**src/rtl/exec_sched_if.sv**
```systemverilog
// exec_sched_if: bundles the issue, FPU request/response, retire and flush signals of exec_sched.
//   slave  - scheduler side (accepts issue, drives FPU request and retire)
//   master - environment side (drives issue, FPU response, out_ready and flush)
interface exec_sched_if #(
   parameter int unsigned DATA_WIDTH = 32,
   parameter int unsigned RD_WIDTH   = 5
) ();
   // Issue handshake and payload
   logic                  in_valid;
   logic                  in_ready;
   logic                  in_unit;
   logic [3:0]            in_op;
   logic [DATA_WIDTH-1:0] in_op1;
   logic [DATA_WIDTH-1:0] in_op2;
   logic [RD_WIDTH-1:0]   in_rdist;
   // FPU request / response
   logic                  fpu_req_valid;
   logic [3:0]            fpu_req_op;
   logic [DATA_WIDTH-1:0] fpu_req_a;
   logic [DATA_WIDTH-1:0] fpu_req_b;
   logic                  fpu_resp_valid;
   logic [DATA_WIDTH-1:0] fpu_resp_data;
   // Retire handshake
   logic                  out_valid;
   logic                  out_ready;
   logic [DATA_WIDTH-1:0] out_result;
   logic [RD_WIDTH-1:0]   out_rdist;
   logic                  out_unit;
   // Pipeline flush
   logic                  flush;

   modport slave (
      input  in_valid, in_unit, in_op, in_op1, in_op2, in_rdist,
      output in_ready,
      output fpu_req_valid, fpu_req_op, fpu_req_a, fpu_req_b,
      input  fpu_resp_valid, fpu_resp_data,
      output out_valid, out_result, out_rdist, out_unit,
      input  out_ready,
      input  flush
   );

   modport master (
      output in_valid, in_unit, in_op, in_op1, in_op2, in_rdist,
      input  in_ready,
      input  fpu_req_valid, fpu_req_op, fpu_req_a, fpu_req_b,
      output fpu_resp_valid, fpu_resp_data,
      input  out_valid, out_result, out_rdist, out_unit,
      output out_ready,
      output flush
   );
endinterface

```
**src/rtl/exec_sched.sv**
```systemverilog
// exec_sched: in-order execution scheduler. ALU ops complete at issue; FPU ops are sent to an
// external FPU and complete when its in-order response arrives. Results retire strictly in
// issue order from a circular completion queue of DEPTH entries.
// Ports:
//   CLK   - clock
//   reset - synchronous active-low reset
//   bus   - exec_sched_if.slave: issue, FPU request/response, retire and flush signals
module exec_sched #(
   parameter int unsigned DATA_WIDTH = 32,
   parameter int unsigned DEPTH      = 4,
   parameter int unsigned RD_WIDTH   = 5
) (
   input logic         CLK,
   input logic         reset,
   exec_sched_if.slave bus
);
   localparam int unsigned PW = $clog2(DEPTH);
   localparam int unsigned CW = $clog2(DEPTH + 1);
   localparam int unsigned SW = $clog2(DATA_WIDTH);
   // Discard counter is wider than the queue: repeated flushes can stack up pending responses
   localparam int unsigned DW = CW + 4;

   logic [PW-1:0]         head_q, head_d, tail_q, tail_d, fptr_q, fptr_d, fptr_scan;
   logic [CW-1:0]         count_q, count_d, fout_q, fout_d;
   logic [DW-1:0]         disc_q, disc_d;
   logic [DEPTH-1:0]      done_q, done_d, unit_q;
   logic [DATA_WIDTH-1:0] result_q [DEPTH];
   logic [RD_WIDTH-1:0]   rdist_q [DEPTH];
   logic [DATA_WIDTH-1:0] alu_res;
   logic [SW-1:0]         shamt;
   logic                  issue, fpu_issue, retire, resp_wr;

   assign bus.in_ready = (count_q < CW'(DEPTH)) && !bus.flush;
   assign issue        = bus.in_valid && bus.in_ready;
   assign fpu_issue    = issue && bus.in_unit;
   assign bus.out_valid = (count_q != '0) && done_q[head_q];
   assign retire       = bus.out_valid && bus.out_ready;
   // A response updates the queue only when nothing is left to discard and no flush is in progress
   assign resp_wr      = bus.fpu_resp_valid && !bus.flush && (disc_q == '0) && (fout_q != '0);

   assign bus.fpu_req_valid = fpu_issue;
   assign bus.fpu_req_op    = bus.in_op;
   assign bus.fpu_req_a     = bus.in_op1;
   assign bus.fpu_req_b     = bus.in_op2;

   // Retire outputs are forced to zero when the head is not valid
   assign bus.out_result = bus.out_valid ? result_q[head_q] : '0;
   assign bus.out_rdist  = bus.out_valid ? rdist_q[head_q] : '0;
   assign bus.out_unit   = bus.out_valid ? unit_q[head_q] : 1'b0;

   assign shamt = bus.in_op2[SW-1:0];

   always_comb begin
      alu_res = '0;
      case (bus.in_op)
         4'd0:    alu_res = bus.in_op1 + bus.in_op2;
         4'd1:    alu_res = bus.in_op1 - bus.in_op2;
         4'd2:    alu_res = bus.in_op1 & bus.in_op2;
         4'd3:    alu_res = bus.in_op1 | bus.in_op2;
         4'd4:    alu_res = bus.in_op1 ^ bus.in_op2;
         4'd5:    alu_res = bus.in_op1 << shamt;
         4'd6:    alu_res = bus.in_op1 >> shamt;
         4'd7:    alu_res = $signed(bus.in_op1) >>> shamt;
         4'd8:    alu_res = {{(DATA_WIDTH-1){1'b0}}, $signed(bus.in_op1) < $signed(bus.in_op2)};
         4'd9:    alu_res = {{(DATA_WIDTH-1){1'b0}}, bus.in_op1 < bus.in_op2};
         default: alu_res = '0;
      endcase
   end

   // Next FPU entry after the current one. Only used while another FPU op is outstanding, in
   // which case the first FPU-tagged slot after fptr_q lies inside the occupied region.
   always_comb begin
      logic [PW-1:0] idx;
      logic          found;
      fptr_scan = fptr_q;
      found     = 1'b0;
      idx       = '0;
      for (int unsigned k = 1; k < DEPTH; k++) begin
         idx = fptr_q + PW'(k);
         if (!found && unit_q[idx]) begin
            fptr_scan = idx;
            found     = 1'b1;
         end
      end
   end

   always_comb begin
      head_d  = head_q;
      tail_d  = tail_q;
      fptr_d  = fptr_q;
      count_d = count_q + CW'(issue) - CW'(retire);
      fout_d  = fout_q + CW'(fpu_issue) - CW'(resp_wr);
      disc_d  = disc_q;
      done_d  = done_q;

      if (issue)  tail_d = tail_q + 1'b1;
      if (retire) begin
         head_d         = head_q + 1'b1;
         done_d[head_q] = 1'b0;
      end
      if (issue)   done_d[tail_q] = !bus.in_unit;
      if (resp_wr) done_d[fptr_q] = 1'b1;

      if (resp_wr) begin
         if (fout_q > CW'(1))  fptr_d = fptr_scan;
         else if (fpu_issue)   fptr_d = tail_q;
      end else if (fpu_issue && fout_q == '0) begin
         fptr_d = tail_q;
      end

      if (bus.fpu_resp_valid && disc_q != '0) disc_d = disc_q - 1'b1;

      if (bus.flush) begin
         head_d  = '0;
         tail_d  = '0;
         fptr_d  = '0;
         count_d = '0;
         fout_d  = '0;
         done_d  = '0;
         // Every pending response gets discarded; one arriving now is already consumed
         if (bus.fpu_resp_valid && (disc_q != '0 || fout_q != '0)) begin
            disc_d = disc_q + DW'(fout_q) - 1'b1;
         end else begin
            disc_d = disc_q + DW'(fout_q);
         end
      end
   end

   always_ff @(posedge CLK) begin
      if (!reset) begin
         head_q  <= '0;
         tail_q  <= '0;
         fptr_q  <= '0;
         count_q <= '0;
         fout_q  <= '0;
         disc_q  <= '0;
         done_q  <= '0;
      end else begin
         head_q  <= head_d;
         tail_q  <= tail_d;
         fptr_q  <= fptr_d;
         count_q <= count_d;
         fout_q  <= fout_d;
         disc_q  <= disc_d;
         done_q  <= done_d;
      end
   end

   // Payload storage needs no reset: it is only observed through done bits
   always_ff @(posedge CLK) begin
      if (issue) begin
         result_q[tail_q] <= bus.in_unit ? '0 : alu_res;
         rdist_q[tail_q]  <= bus.in_rdist;
         unit_q[tail_q]   <= bus.in_unit;
      end
      if (resp_wr) result_q[fptr_q] <= bus.fpu_resp_data;
   end
endmodule

```
**src/flat_wrapper.sv**
```systemverilog
// flat-port wrapper written by rule: the top's interface ports become plain ports
module exec_sched_flat 
#(
   parameter int unsigned DATA_WIDTH = 32,
   parameter int unsigned DEPTH      = 4,
   parameter int unsigned RD_WIDTH   = 5
)
  (CLK, reset, bus_in_valid, bus_in_unit, bus_in_op, bus_in_op1, bus_in_op2, bus_in_rdist, bus_in_ready, bus_fpu_req_valid, bus_fpu_req_op, bus_fpu_req_a, bus_fpu_req_b, bus_fpu_resp_valid, bus_fpu_resp_data, bus_out_valid, bus_out_result, bus_out_rdist, bus_out_unit, bus_out_ready, bus_flush);
  exec_sched_if #(.DATA_WIDTH(DATA_WIDTH), .RD_WIDTH(RD_WIDTH)) bus_i ();
  input logic CLK;
  input logic reset;
  input wire logic [$bits(bus_i.in_valid)-1:0] bus_in_valid;
  input wire logic [$bits(bus_i.in_unit)-1:0] bus_in_unit;
  input wire logic [$bits(bus_i.in_op)-1:0] bus_in_op;
  input wire logic [$bits(bus_i.in_op1)-1:0] bus_in_op1;
  input wire logic [$bits(bus_i.in_op2)-1:0] bus_in_op2;
  input wire logic [$bits(bus_i.in_rdist)-1:0] bus_in_rdist;
  output wire logic [$bits(bus_i.in_ready)-1:0] bus_in_ready;
  output wire logic [$bits(bus_i.fpu_req_valid)-1:0] bus_fpu_req_valid;
  output wire logic [$bits(bus_i.fpu_req_op)-1:0] bus_fpu_req_op;
  output wire logic [$bits(bus_i.fpu_req_a)-1:0] bus_fpu_req_a;
  output wire logic [$bits(bus_i.fpu_req_b)-1:0] bus_fpu_req_b;
  input wire logic [$bits(bus_i.fpu_resp_valid)-1:0] bus_fpu_resp_valid;
  input wire logic [$bits(bus_i.fpu_resp_data)-1:0] bus_fpu_resp_data;
  output wire logic [$bits(bus_i.out_valid)-1:0] bus_out_valid;
  output wire logic [$bits(bus_i.out_result)-1:0] bus_out_result;
  output wire logic [$bits(bus_i.out_rdist)-1:0] bus_out_rdist;
  output wire logic [$bits(bus_i.out_unit)-1:0] bus_out_unit;
  input wire logic [$bits(bus_i.out_ready)-1:0] bus_out_ready;
  input wire logic [$bits(bus_i.flush)-1:0] bus_flush;
  assign bus_i.in_valid = bus_in_valid;
  assign bus_i.in_unit = bus_in_unit;
  assign bus_i.in_op = bus_in_op;
  assign bus_i.in_op1 = bus_in_op1;
  assign bus_i.in_op2 = bus_in_op2;
  assign bus_i.in_rdist = bus_in_rdist;
  assign bus_in_ready = bus_i.in_ready;
  assign bus_fpu_req_valid = bus_i.fpu_req_valid;
  assign bus_fpu_req_op = bus_i.fpu_req_op;
  assign bus_fpu_req_a = bus_i.fpu_req_a;
  assign bus_fpu_req_b = bus_i.fpu_req_b;
  assign bus_i.fpu_resp_valid = bus_fpu_resp_valid;
  assign bus_i.fpu_resp_data = bus_fpu_resp_data;
  assign bus_out_valid = bus_i.out_valid;
  assign bus_out_result = bus_i.out_result;
  assign bus_out_rdist = bus_i.out_rdist;
  assign bus_out_unit = bus_i.out_unit;
  assign bus_i.out_ready = bus_out_ready;
  assign bus_i.flush = bus_flush;
  exec_sched #(.DATA_WIDTH(DATA_WIDTH), .DEPTH(DEPTH), .RD_WIDTH(RD_WIDTH)) u_core (.CLK(CLK), .reset(reset), .bus(bus_i));
endmodule
```
**config.mk**
```make
export PLATFORM = sky130hd
export DESIGN_NAME = exec_sched_flat
export DESIGN_NICKNAME = d
export VERILOG_FILES = /design/src/rtl/exec_sched_if.sv /design/src/rtl/exec_sched.sv /design/src/flat_wrapper.sv
export SDC_FILE = /design/constraint.sdc
export NUM_CORES = 1
export LEC_CHECK = 0
export BUFFER_PORTS_ARGS = -buffer_cell sky130_fd_sc_hd__buf_2
export CAP_MARGIN = 10
export CORE_AREA = 2 2 179 251
export DETAILED_ROUTE_END_ITERATION = 10
export DIE_AREA = 0 0 181 253
export GPL_TIMING_DRIVEN = 0
export HOLD_SLACK_MARGIN = 0.08
export PLACE_DENSITY = 0.66
export SLEW_MARGIN = 5
export SYNTH_ARGS = -nofsm -noshare
export SYNTH_HDL_FRONTEND = slang
export SYNTH_SLANG_ARGS = --single-unit
```
**constraint.sdc**
```tcl
create_clock -name CLK -period 3.8 [get_ports CLK]
set_clock_uncertainty 0.15 [all_clocks]
set_input_delay 0.38 -clock CLK [delete_from_list [all_inputs] [get_ports CLK]]
set_output_delay 0.38 -clock CLK [all_outputs]
set_load 0.005 [all_outputs]
```
==> results by group, run 1 <==
Critical path
  • RR Endpoint: u_core.result_q[0][2]
  • FF-to-FF setup slack: 0.35 ns
  • Worst Reg-to-Reg Cells: 9
  • R2R Path Start: u_core.disc_q[3]
  • Critical Path RT: 3.97 ns
  • CP Max Fanout: 10
  • Crit path kind: input port to flop
  • CP startpoint: bus_in_op[0]
  • Worst Path Arrival: 4.03 ns
  • CP Capture Type: flop
  • Startpoint Class: input port

Drt
  • # DRC: 2
  • DRT Wirelength: 91210 µm
  • Detail Route Antenna Nets: 0
  • Total iterations of the first detailed-routing run: 11
  • Via density: 6.561
  • DR vias: 19441
  • Initial DRC Count: 1883
  • Wirelength per Cell: 30.78 µm

Global route
  • Initial antenna violation count: 2
  • Largest net degree at the start of global routing: 28
  • Vias in the first global route: 19229
  • First-pass GRT wire length: 130700 µm
  • Remaining Overflow, GRT: 0
  • GRT Overall Usage: 39.11%

Yosys
  • YS warnings: 0
  • Synth Area per Inst: 9.044 µm²
  • Ys flop type: edfxtp_1
  • Unique cell type count in the Yosys netlist: 107
  • Synth async-reset ratio: 0%
  • Yosys reg bits: 177
  • EDFF count, synth: 152
  • Synthesized instance count: 2143
  • Synthesized area: 19380 µm²
  • Register area share after synthesis: 26.13%
  • Post-Syn Nets: 2383

Floorplanning
  • Area of the core: 43720 µm²
  • Chip height: 253 µm
  • Starting Density: 44.33%
  • Full die area: 45790 µm²
  • Io pins: 221
  • Die span in x: 181 µm
  • Row count: 91

Clock tree
  • CTS Root Cell: clkbuf_16
  • Num Clock Sinks: 177
  • CTS max path bufs: 2
  • Clock Pin Slew Worst Setup and Hold Paths: 0.07 ns
  • H-tree levels: 4
  • CTS buffer count: 17
  • CTS tree: built
  • Worst-Skew Late Latency: 0.45 ns

Power
  • Clock power share: 27.3%
  • Power, Total: 6.421 mW
  • Pwr dens: 289.2 nW/µm²
  • Pleak: 8.921 nW
  • Seq pwr share: 34.5%
  • Combinational share of power: 38.2%
  • VDD IR max: 299.3 µV
  • Cell Int Power: 4.023 mW
  • Reported net switching power: 2.398 mW
  • Switching share of power: 37.35%

Timing
  • Max-slew headroom: 1.551%
  • RSZ-0062 raised after global routing: no
  • Final setup viols: 4
  • Final clock period utilization by the worst path: 101.7%
  • Final worst path period need: 3.866 ns
  • Post-route setup TNS: -0.2167 ns
  • Final worst slack: -0.06595 ns
  • Measured slew at the worst slew-check pin: 1.474 ns
  • Hold WS: 0.1044 ns
  • Fmax: 258.7 MHz
  • Fin. Hold Viols: 0
  • Slew Viols, Final: 0

Final layout
  • Nets: 2631
  • Commonest non-fill, non-tap cell in the layout: buf_2
  • Area taken by multi-input logic gates: 12780 µm²
  • Share of layout cells above drive strength 1: 26.58%
  • Syn-to-layout area delta: 14.56%
  • Register area: 5065 µm²
  • Most frequent cells in the layout: buf_2, nor2_1, nand2_1
  • Fillers: 4174

Flow run
  • Max-cap violations: 0

Hold path
  • HP Class: input port to flop
  • Min-Delay Path Depth: 2
  • Worst Hold Endpoint: u_core.disc_q[2]
  • Hold Crit Start: reset

Placed design
  • PortBufs: 219
  • Detailed Place HPWL: 74650 µm
  • Final RePlAce weighted congestion: 1.058

Outcome
  • Status: finished, violations left
  • Failing checks: design-rule violations, negative setup slack
through the flow:
| step | cell area (µm²) | utilization (%) | cells | worst slack (ns) |
|---|---|---|---|---|
| floorplan | 19380 | - | 2143 | 0.01545 |
| global placement | 21180 | 48.43 | 2920 | -1.516 |
| detailed placement | 21270 | 48.66 | 2925 | -1.570 |
| CTS | 22120 | 50.59 | 2961 | 0.003617 |
| global route | 22200 | 50.78 | 2962 | 0.004305 |
| finish | 22200 | 50.78 | 2963 | -0.06595 |
critical path, stage by stage:
cell,delay [ns]
buf_2,0.09
buf_2,0.21
buf_2,0.30
buf_2,0.31
buf_1,0.61
o211ai_1,0.30
a21oi_1,0.59
a2bb2oi_1,0.13
a31oi_1,0.78
mux2_2,0.32
routing by layer:
| layer | global-route usage, % | routed length, µm | up-vias |
|---|---|---|---|
| li1 | - | - | 8491 |
| met1 | 41.32 | 30920 | 9444 |
| met2 | 70.47 | 45620 | 1170 |
| met3 | 5.019 | 6146 | 334 |
| met4 | 30.66 | 8516 | 2 |
| met5 | 0 | 13 | - |
synth_stat cells, drive strengths merged, types with 6 or more instances:
library cell	count	share of area (%)
a2111oi	12	0.90
a22oi	15	0.61
a211oi	40	1.7
o31a	6	0.28
o32ai	6	0.27
or4	7	0.33
and3	10	0.32
and2	17	0.55
ha	123	7.9
nor2	201	3.9
nor3	43	1.1
buf	148	5.1
a21oi	144	3.7
a21o	26	1.0
clkbuf	78	1.5
a311oi	6	0.27
nand3b	6	0.23
nand2b	19	0.65
xnor2	16	0.72
o22ai	7	0.23
a221o	10	0.52
a22o	20	0.90
dfxtp	25	2.6
nand4	10	0.32
a31oi	35	1.2
nor4	15	0.63
o211ai	29	1.2
nand2	183	3.5
mux2	51	3.0
o21bai	10	0.39
a221oi	19	0.92
o21ai	148	3.8
inv	120	2.3
a211o	7	0.32
o31ai	20	0.85
nand3	31	0.80
o221ai	13	0.59
or2	9	0.29
nor2b	55	1.8
a31o	6	0.27
mux2i	49	2.5
edfxtp	152	24
or3	13	0.45
o21a	7	0.27
mux4	98	12
cell type report:
cell class	count	area share (%)
multi-input combinational	1618	57.57
sequential	177	22.81
buffer	218	5.883
timing repair buffer	237	5.849
tap	558	3.144
inverter	122	2.124
clock buffer	20	2.057
clock inverter	12	0.5466
antenna	1	0.01127
power by group through the flow:
stage	clock network, mW	logic (mW)	registers (mW)
floorplan	0	1.49	2.25
global placement	0	2.29	2.26
detailed placement	0	2.32	2.26
CTS	1.74	2.37	2.21
global route	1.82	2.58	2.22
finish	1.75	2.45	2.22
flip-flops by register name, summed over array words and instances, names as in the netlist, 3 cells and up, named ones only:
signal           flops
u_core.result_q    128
u_core.unit_q        4
u_core.rdist_q      20
u_core.done_q        4
u_core.disc_q        7
u_core.count_q       3
u_core.fout_q        3
logic make-up (layout without fill, tap and decap cells):
logic type	Yosys count	count (layout)	synth area share, %
XOR/XNOR	20	20	0.9037
AND/OR/NAND/NOR	640	640	15.98
AO/OA/AOI/OAI	632	632	22.58
other	0	1	0
buffers and inverters	348	609	8.954
adder cells (fa/ha/maj)	128	128	8.457
multiplexers	198	198	17.00
flip-flops	177	177	26.13
worst max path at each step:
stage                             end  cells after the start
6_report        u_core.result_q[0][1]                     10
5_1_grt        u_core.result_q[0][29]                     11
4_1_cts        u_core.result_q[3][12]                     15
3_5_place_dp   u_core.result_q[3][22]                     15
3_3_place_gp   u_core.result_q[0][22]                     15
2_1_floorplan  u_core.result_q[1][12]                     14
what timing repair did:
item / CTS / global route
hold endpoints to repair: 20 / 0
hold buffers: 5 / 0
pin swaps: 8 / 5
resized for setup: 45 / 27
endpoints found under the setup margin: 128 / 85
setup buffers: 4 / 4
No activity file was read; power rests on OpenSTA's default activity.
==> run 2: changes to the inputs <==
--- a/config.mk
+++ b/config.mk
@@ -5,15 +5,18 @@
 export SDC_FILE = /design/constraint.sdc
 export NUM_CORES = 1
 export LEC_CHECK = 0
-export BUFFER_PORTS_ARGS = -buffer_cell sky130_fd_sc_hd__buf_2
 export CAP_MARGIN = 10
+export CELL_PAD_IN_SITES_DETAIL_PLACEMENT = 1
+export CELL_PAD_IN_SITES_GLOBAL_PLACEMENT = 1
 export CORE_AREA = 2 2 179 251
 export DETAILED_ROUTE_END_ITERATION = 10
 export DIE_AREA = 0 0 181 253
+export DONT_BUFFER_PORTS = 1
 export GPL_TIMING_DRIVEN = 0
 export HOLD_SLACK_MARGIN = 0.08
-export PLACE_DENSITY = 0.66
+export PLACE_DENSITY_LB_ADDON = 0.1
 export SLEW_MARGIN = 5
 export SYNTH_ARGS = -nofsm -noshare
 export SYNTH_HDL_FRONTEND = slang
 export SYNTH_SLANG_ARGS = --single-unit
+export TNS_END_PERCENT = 100
==> run 2 against run 1 <==
Effect of this change: the flow now finishes without violations; global-route usage grew 1.9 points; critical path depth is 3 higher; non-clock buffer count shrank 178; power up 0.15%; critical path type unchanged; maximum frequency is 1.8% higher; critical endpoint is now u_core.result_q[2][14]; utilization decreased by 1.4 points; cell count down 6.0%; wire length grew 5.0%; hold slack got worse by 0.0076 ns.
==> results by group, run 2 (same netlist as run 1, synthesis figures left out) <==
Critical path
  • CP Capture Type: flop
  • Crit path cell chain: buf_6, buf_12, inv_2, buf_1, ha_1, nand2_1, o211ai_1, a21oi_2, nor3_1, o31ai_4, a21oi_1, a211oi_4, a21oi_1
  • Crit path kind: input port to flop
  • Startpoint Class: input port
  • Top cell by count, worst path: a21oi_1
  • RR Endpoint: u_core.result_q[2][17]
  • R2R Path Start: u_core.disc_q[4]
  • Crit-path slowest cell: buf_1
  • CP startpoint: bus_in_op2[0]
  • Crit path largest cell delay: 0.60 ns
  • FF-to-FF setup slack: 0.21 ns
  • Worst Reg-to-Reg Cells: 9
  • Worst Path Arrival: 3.93 ns
  • Critical Path RT: 3.93 ns
  • CP Max Fanout: 11

Outcome
  • Status: complete, no violations

Clock tree
  • CTS Root Cell: clkbuf_16
  • Worst-Skew Late Latency: 0.44 ns
  • H-tree levels: 4
  • Num Clock Sinks: 177
  • CTS buffer count: 17
  • CTS tree: built
  • Clock Pin Slew Worst Setup and Hold Paths: 0.07 ns
  • CTS max path bufs: 2

Global route
  • Initial antenna violation count: 2
  • Largest net degree at the start of global routing: 20
  • GRT Overall Usage: 41.02%
  • Vias in the first global route: 19758
  • Remaining Overflow, GRT: 0
  • First-pass GRT wire length: 135900 µm

Drt
  • # DRC: 0
  • Initial DRC Count: 1903
  • Via density: 6.846
  • Total iterations of the first detailed-routing run: 6
  • DRT Wirelength: 95790 µm
  • Wirelength per Cell: 34.40 µm
  • Detail Route Antenna Nets: 0
  • DR vias: 19067

Floorplanning
  • Chip height: 253 µm
  • Starting Density: 44.33%
  • Io pins: 221
  • Row count: 91
  • Area of the core: 43720 µm²
  • Full die area: 45790 µm²
  • Die span in x: 181 µm

Power
  • Switching share of power: 37.10%
  • Clock power share: 29.0%
  • Pleak: 8.197 nW
  • VDD IR max: 273.1 µV
  • Cell Int Power: 4.045 mW
  • Combinational share of power: 36.5%
  • Reported net switching power: 2.386 mW
  • Seq pwr share: 34.5%
  • Pwr dens: 297.6 nW/µm²

Hold path
  • Worst Hold Endpoint: u_core.result_q[3][10]
  • Min-Delay Path Depth: 2
  • HP Class: input port to flop
  • Hold Crit Start: bus_fpu_resp_data[10]

Timing
  • Slew Viols, Final: 0
  • Post-route setup TNS: 0 ns
  • Final worst path period need: 3.799 ns
  • Fmax: 263.2 MHz
  • Final setup viols: 0
  • Max-slew headroom: 5.848%
  • Measured slew at the worst slew-check pin: 1.401 ns
  • Fin. Hold Viols: 0
  • RSZ-0062 raised after global routing: no
  • Final clock period utilization by the worst path: 99.97%

Final layout
  • Fillers: 5047
  • Most frequent cells in the layout: nor2_1, nand2_1, edfxtp_1
  • Biggest register: u_core.result_q
  • Syn-to-layout area delta: 11.48%
  • Nets: 2453
  • Biggest regs: u_core.result_q (128), u_core.rdist_q (20), u_core.disc_q (7)
  • Commonest non-fill, non-tap cell in the layout: nor2_1
  • Finished Layout Cells: 2785
  • Share of layout cells above drive strength 1: 19.23%
  • Largest register FFs: 128
  • Utilization after layout: 49.42%

Placed design
  • PortBufs: 0
  • Detailed Place HPWL: 76820 µm
  • Final RePlAce weighted congestion: 1.051
  • Placed insts: 2705

Flow run
  • Max-cap violations: 0
==> run 2: area by class of cell <==
| cell class | instances | area (µm²) | area share (%) |
|---|---|---|---|
| timing repair buffer | 51 | 563.0 | 2.606 |
| tap | 558 | 698.2 | 3.231 |
| multi-input combinational | 1618 | 12890 | 59.66 |
| inverter | 122 | 467.9 | 2.166 |
| sequential | 177 | 5066 | 23.45 |
| clock buffer | 18 | 429.2 | 1.986 |
| buffer | 226 | 1297 | 6.005 |
| antenna | 1 | 2.502 | 0.01158 |
| clock inverter | 14 | 192.7 | 0.8917 |
==> run 2: worst max-delay path by stage <==
stage / endpoint / cells after the start
after detailed placement: u_core.result_q[3][31] / 14
after global routing: u_core.result_q[0][12] / 14
final: u_core.result_q[2][14] / 13
after floorplan: u_core.result_q[1][12] / 14
after global placement: u_core.result_q[0][22] / 14
after CTS: u_core.result_q[3][31] / 13
==> run 2: stage by stage <==
step | cell area [µm²] | hold slack (ns) | total power, mW | worst slack [ns]
floorplan | 19380 | 0.3289 | 3.735 | 0.01545
global placement | 20080 | 0.3290 | 4.367 | -1.409
detailed placement | 20210 | 0.3290 | 4.424 | -1.445
CTS | 21400 | 0.08476 | 6.350 | -0.03055
global route | 21610 | 0.1059 | 6.642 | 0.006170
finish | 21610 | 0.09677 | 6.431 | 0.0009850
==> run 2: worst max-delay path: cells and delay by family <==
family	cells	cell delay (ns)
adder cells (fa/ha/maj)	1	0.40
AND/OR/NAND/NOR	2	0.68
AO/OA/AOI/OAI	6	1.33
buffers and inverters	4	1.10
==> run 2: timing repair <==
item,CTS,global route
setup endpoints to repair,118,111
setup buffers,6,6
endpoints found under the hold margin,139,0
gates resized for setup,33,35
pin swaps,7,8
hold buffers,35,0
==> run 2: layer usage <==
metal / global-route usage (%) / vias up / routed length [µm]
li1: - / 8133 / -
met5: 0 / - / 13
met4: 33.12 / 2 / 8914
met3: 6.184 / 348 / 5452
met2: 74.35 / 1012 / 48470
met1: 42.00 / 9572 / 32940
==> run 2: power groups by stage <==
| stage | Sequential [mW] | Combinational [mW] | Clock [mW] |
|---|---|---|---|
| after floorplan | 2.25 | 1.49 | 0 |
| after global placement | 2.26 | 2.11 | 0 |
| after detailed placement | 2.26 | 2.16 | 0 |
| after CTS | 2.22 | 2.26 | 1.87 |
| after global routing | 2.22 | 2.48 | 1.93 |
| final | 2.22 | 2.35 | 1.86 |
==> run 3: changes to the inputs <==
--- a/config.mk
+++ b/config.mk
@@ -5,16 +5,17 @@
 export SDC_FILE = /design/constraint.sdc
 export NUM_CORES = 1
 export LEC_CHECK = 0
+export BUFFER_PORTS_ARGS = -buffer_cell sky130_fd_sc_hd__buf_2
 export CAP_MARGIN = 10
 export CELL_PAD_IN_SITES_DETAIL_PLACEMENT = 1
 export CELL_PAD_IN_SITES_GLOBAL_PLACEMENT = 1
 export CORE_AREA = 2 2 179 251
 export DETAILED_ROUTE_END_ITERATION = 10
 export DIE_AREA = 0 0 181 253
-export DONT_BUFFER_PORTS = 1
 export GPL_TIMING_DRIVEN = 0
 export HOLD_SLACK_MARGIN = 0.08
 export PLACE_DENSITY_LB_ADDON = 0.1
+export SKIP_CTS_REPAIR_TIMING = 1
 export SLEW_MARGIN = 5
 export SYNTH_ARGS = -nofsm -noshare
 export SYNTH_HDL_FRONTEND = slang
==> constraint.sdc (replaced) <==
create_clock -name CLK -period 3.5 [get_ports CLK]
set_clock_uncertainty 0.15 [all_clocks]
set_input_delay 0.35 -clock CLK [delete_from_list [all_inputs] [get_ports CLK]]
set_output_delay 0.35 -clock CLK [all_outputs]
set_load 0.005 [all_outputs]
==> run 3 against run 2 <==
Effect of this change: the run now ends with negative setup slack left; cell count is 7.5% higher; critical path depth up 2; sequential cell count is the same; sequential power rose by 9%; power up 13%; design area rose by 6.4%; first-iteration DRC count is 8.3% higher; die area unchanged; wire length rose by 4.7%; utilization increased by 3.2 points; non-clock buffer count increased by 207; largest cell class unchanged; largest power group unchanged.
==> results by group, run 3 (same netlist as run 1, synthesis figures left out) <==
Outcome
  • Status: finished, violations left
  • Failing checks: negative setup slack

Clock tree
  • Worst-Skew Late Latency: 0.45 ns
  • CTS tree: built
  • H-tree levels: 4
  • CTS buffer count: 17
  • CTS Root Cell: clkbuf_16
  • Num Clock Sinks: 177
  • CTS max path bufs: 2
  • Clock Pin Slew Worst Setup and Hold Paths: 0.07 ns

Final layout
  • Nets: 2660
  • Syn-to-layout area delta: 18.66%
  • Most frequent cells in the layout: buf_2, nor2_1, nand2_1
  • Biggest regs: u_core.result_q (128), u_core.rdist_q (20), u_core.disc_q (7)
  • Design area: 23000 µm²
  • Commonest non-fill, non-tap cell in the layout: buf_2
  • Share of layout cells above drive strength 1: 30.46%
  • Largest register FFs: 128
  • Biggest register: u_core.result_q

Drt
  • Via density: 6.803
  • Total iterations of the first detailed-routing run: 6
  • DRT Wirelength: 100300 µm
  • Wirelength per Cell: 33.52 µm
  • Detail Route Antenna Nets: 0
  • DR vias: 20362
  • Initial DRC Count: 2060
  • # DRC: 0

Timing
  • Max-slew headroom: 8.683%
  • Fin. Hold Viols: 0
  • Final clock period utilization by the worst path: 102.0%
  • Post-route setup TNS: -0.5756 ns
  • Fmax: 280.1 MHz
  • Final worst path period need: 3.570 ns
  • Measured slew at the worst slew-check pin: 1.359 ns
  • Slew Viols, Final: 0
  • RSZ-0062 raised after global routing: yes
  • Final worst slack: -0.07004 ns
  • Final setup viols: 17

Placed design
  • Setup WS pre-CTS: -1.645 ns
  • PortBufs: 219
  • Dpl cell area: 21280 µm²
  • Detailed Place HPWL: 78740 µm
  • Final RePlAce weighted congestion: 1.025

Global route
  • Grt met2 use: 75.74%
  • Largest net degree at the start of global routing: 30
  • Vias in the first global route: 20779
  • First-pass GRT wire length: 141700 µm
  • Most crowded layer after global routing: met2
  • Initial antenna violation count: 1
  • Met1 usage in global routing: 44.51%
  • Met3 Usage GRT: 5.839%
  • GRT Overall Usage: 42.31%
  • Remaining Overflow, GRT: 0

Power
  • Pleak: 9.216 nW
  • Seq pwr share: 33.2%
  • Reported net switching power: 2.844 mW
  • Clock power share: 27.2%
  • Pwr dens: 316.2 nW/µm²
  • Combinational share of power: 39.6%
  • Power, Total: 7.273 mW
  • Cell Int Power: 4.428 mW
  • VDD IR max: 290.7 µV
  • Switching share of power: 39.11%

Critical path
  • CP startpoint: bus_in_op2[0]
  • Startpoint Class: input port
  • CP Max Fanout: 11
  • Crit path kind: input port to flop
  • Worst Path Arrival: 3.61 ns
  • R2R Path Start: u_core.head_q[0]
  • Critical Path RT: 3.54 ns
  • CP Capture Type: flop

Floorplanning
  • Area of the core: 43720 µm²
  • Io pins: 221
  • Row count: 91
  • Die span in x: 181 µm
  • Starting Density: 44.33%
  • Full die area: 45790 µm²
  • Chip height: 253 µm

Hold path
  • HP Class: input port to flop
  • Hold Crit Start: bus_fpu_resp_data[8]

Flow run
  • Max-cap violations: 0
-- run 3: cell count changes in the layout (fill, tap and decap cells not counted), moves of 14 or more --
cell / previous run / this run
buf_2: 46 / 259
dlygate4sd3_1: 35 / 6
buf_4: 95 / 120
o21ai_0: 124 / 110
clkbuf_1: 76 / 49
clkbuf_2: 6 / 21
-- run 3: worst max-delay path, stage by stage --
cell,delay (ns)
buf_2,0.15
buf_6,0.19
buf_12,0.17
inv_2,0.13
buf_2,0.27
ha_1,0.35
nand2_1,0.12
o21ai_0,0.09
nand2_1,0.29
nor2_1,0.12
a2111oi_2,0.57
o221ai_2,0.25
a211oi_2,0.24
buf_4,0.18
o21ai_0,0.10
-- run 3: worst paths after layout --
| check | endpoint | slack [ns] | cells after the start |
|---|---|---|---|
| setup / recovery | u_core.result_q[1][18] | -0.07 | 15 |
| hold reg to reg | u_core.count_q[2] | 0.47 | 2 |
| setup reg to reg | u_core.count_q[2] | 0.09 | 12 |
| hold / removal | u_core.result_q[0][8] | 0.10 | 3 |
-- run 3: layer usage --
metal | part of all wire, % | routed length (µm) | vias to the layer above
met5 | 0 | 0 | -
met1 | 34 | 34330 | 10111
met2 | 50 | 49720 | 1251
met4 | 10 | 10130 | 0
met3 | 6.1 | 6161 | 460
li1 | - | - | 8540
-- run 3: area by class of cell --
class	count	area, µm²
Timing Repair Buffer	269	1609
Inverter	122	470.5
Buffer	215	1329
Fill cell	5097	20720
Clock inverter	15	167.7
Multi-Input combinational cell	1618	13230
Clock buffer	17	425.4
Antenna cell	2	5.005
Tap cell	558	698.2
Sequential cell	177	5066
-- run 3: power by group through the flow --
stage          Combinational, mW  Clock, mW  Sequential (mW)
3_5_place_dp                2.57          0             2.46
5_1_grt                     3.04       2.04             2.42
4_1_cts                     2.60       1.97             2.41
6_report                    2.88       1.98             2.41
3_3_place_gp                2.50          0             2.45
2_1_floorplan               1.62          0             2.44
-- run 3: through the flow --
| stage | utilization, % | cells | hold slack, ns |
|---|---|---|---|
| floorplan | - | 2143 | 0.2989 |
| global placement | 48.47 | 2920 | 0.3831 |
| detailed placement | 48.68 | 2924 | 0.4307 |
| CTS | 50.03 | 2956 | -0.03028 |
| global route | 52.60 | 2992 | 0.1019 |
| finish | 52.60 | 2993 | 0.1006 |
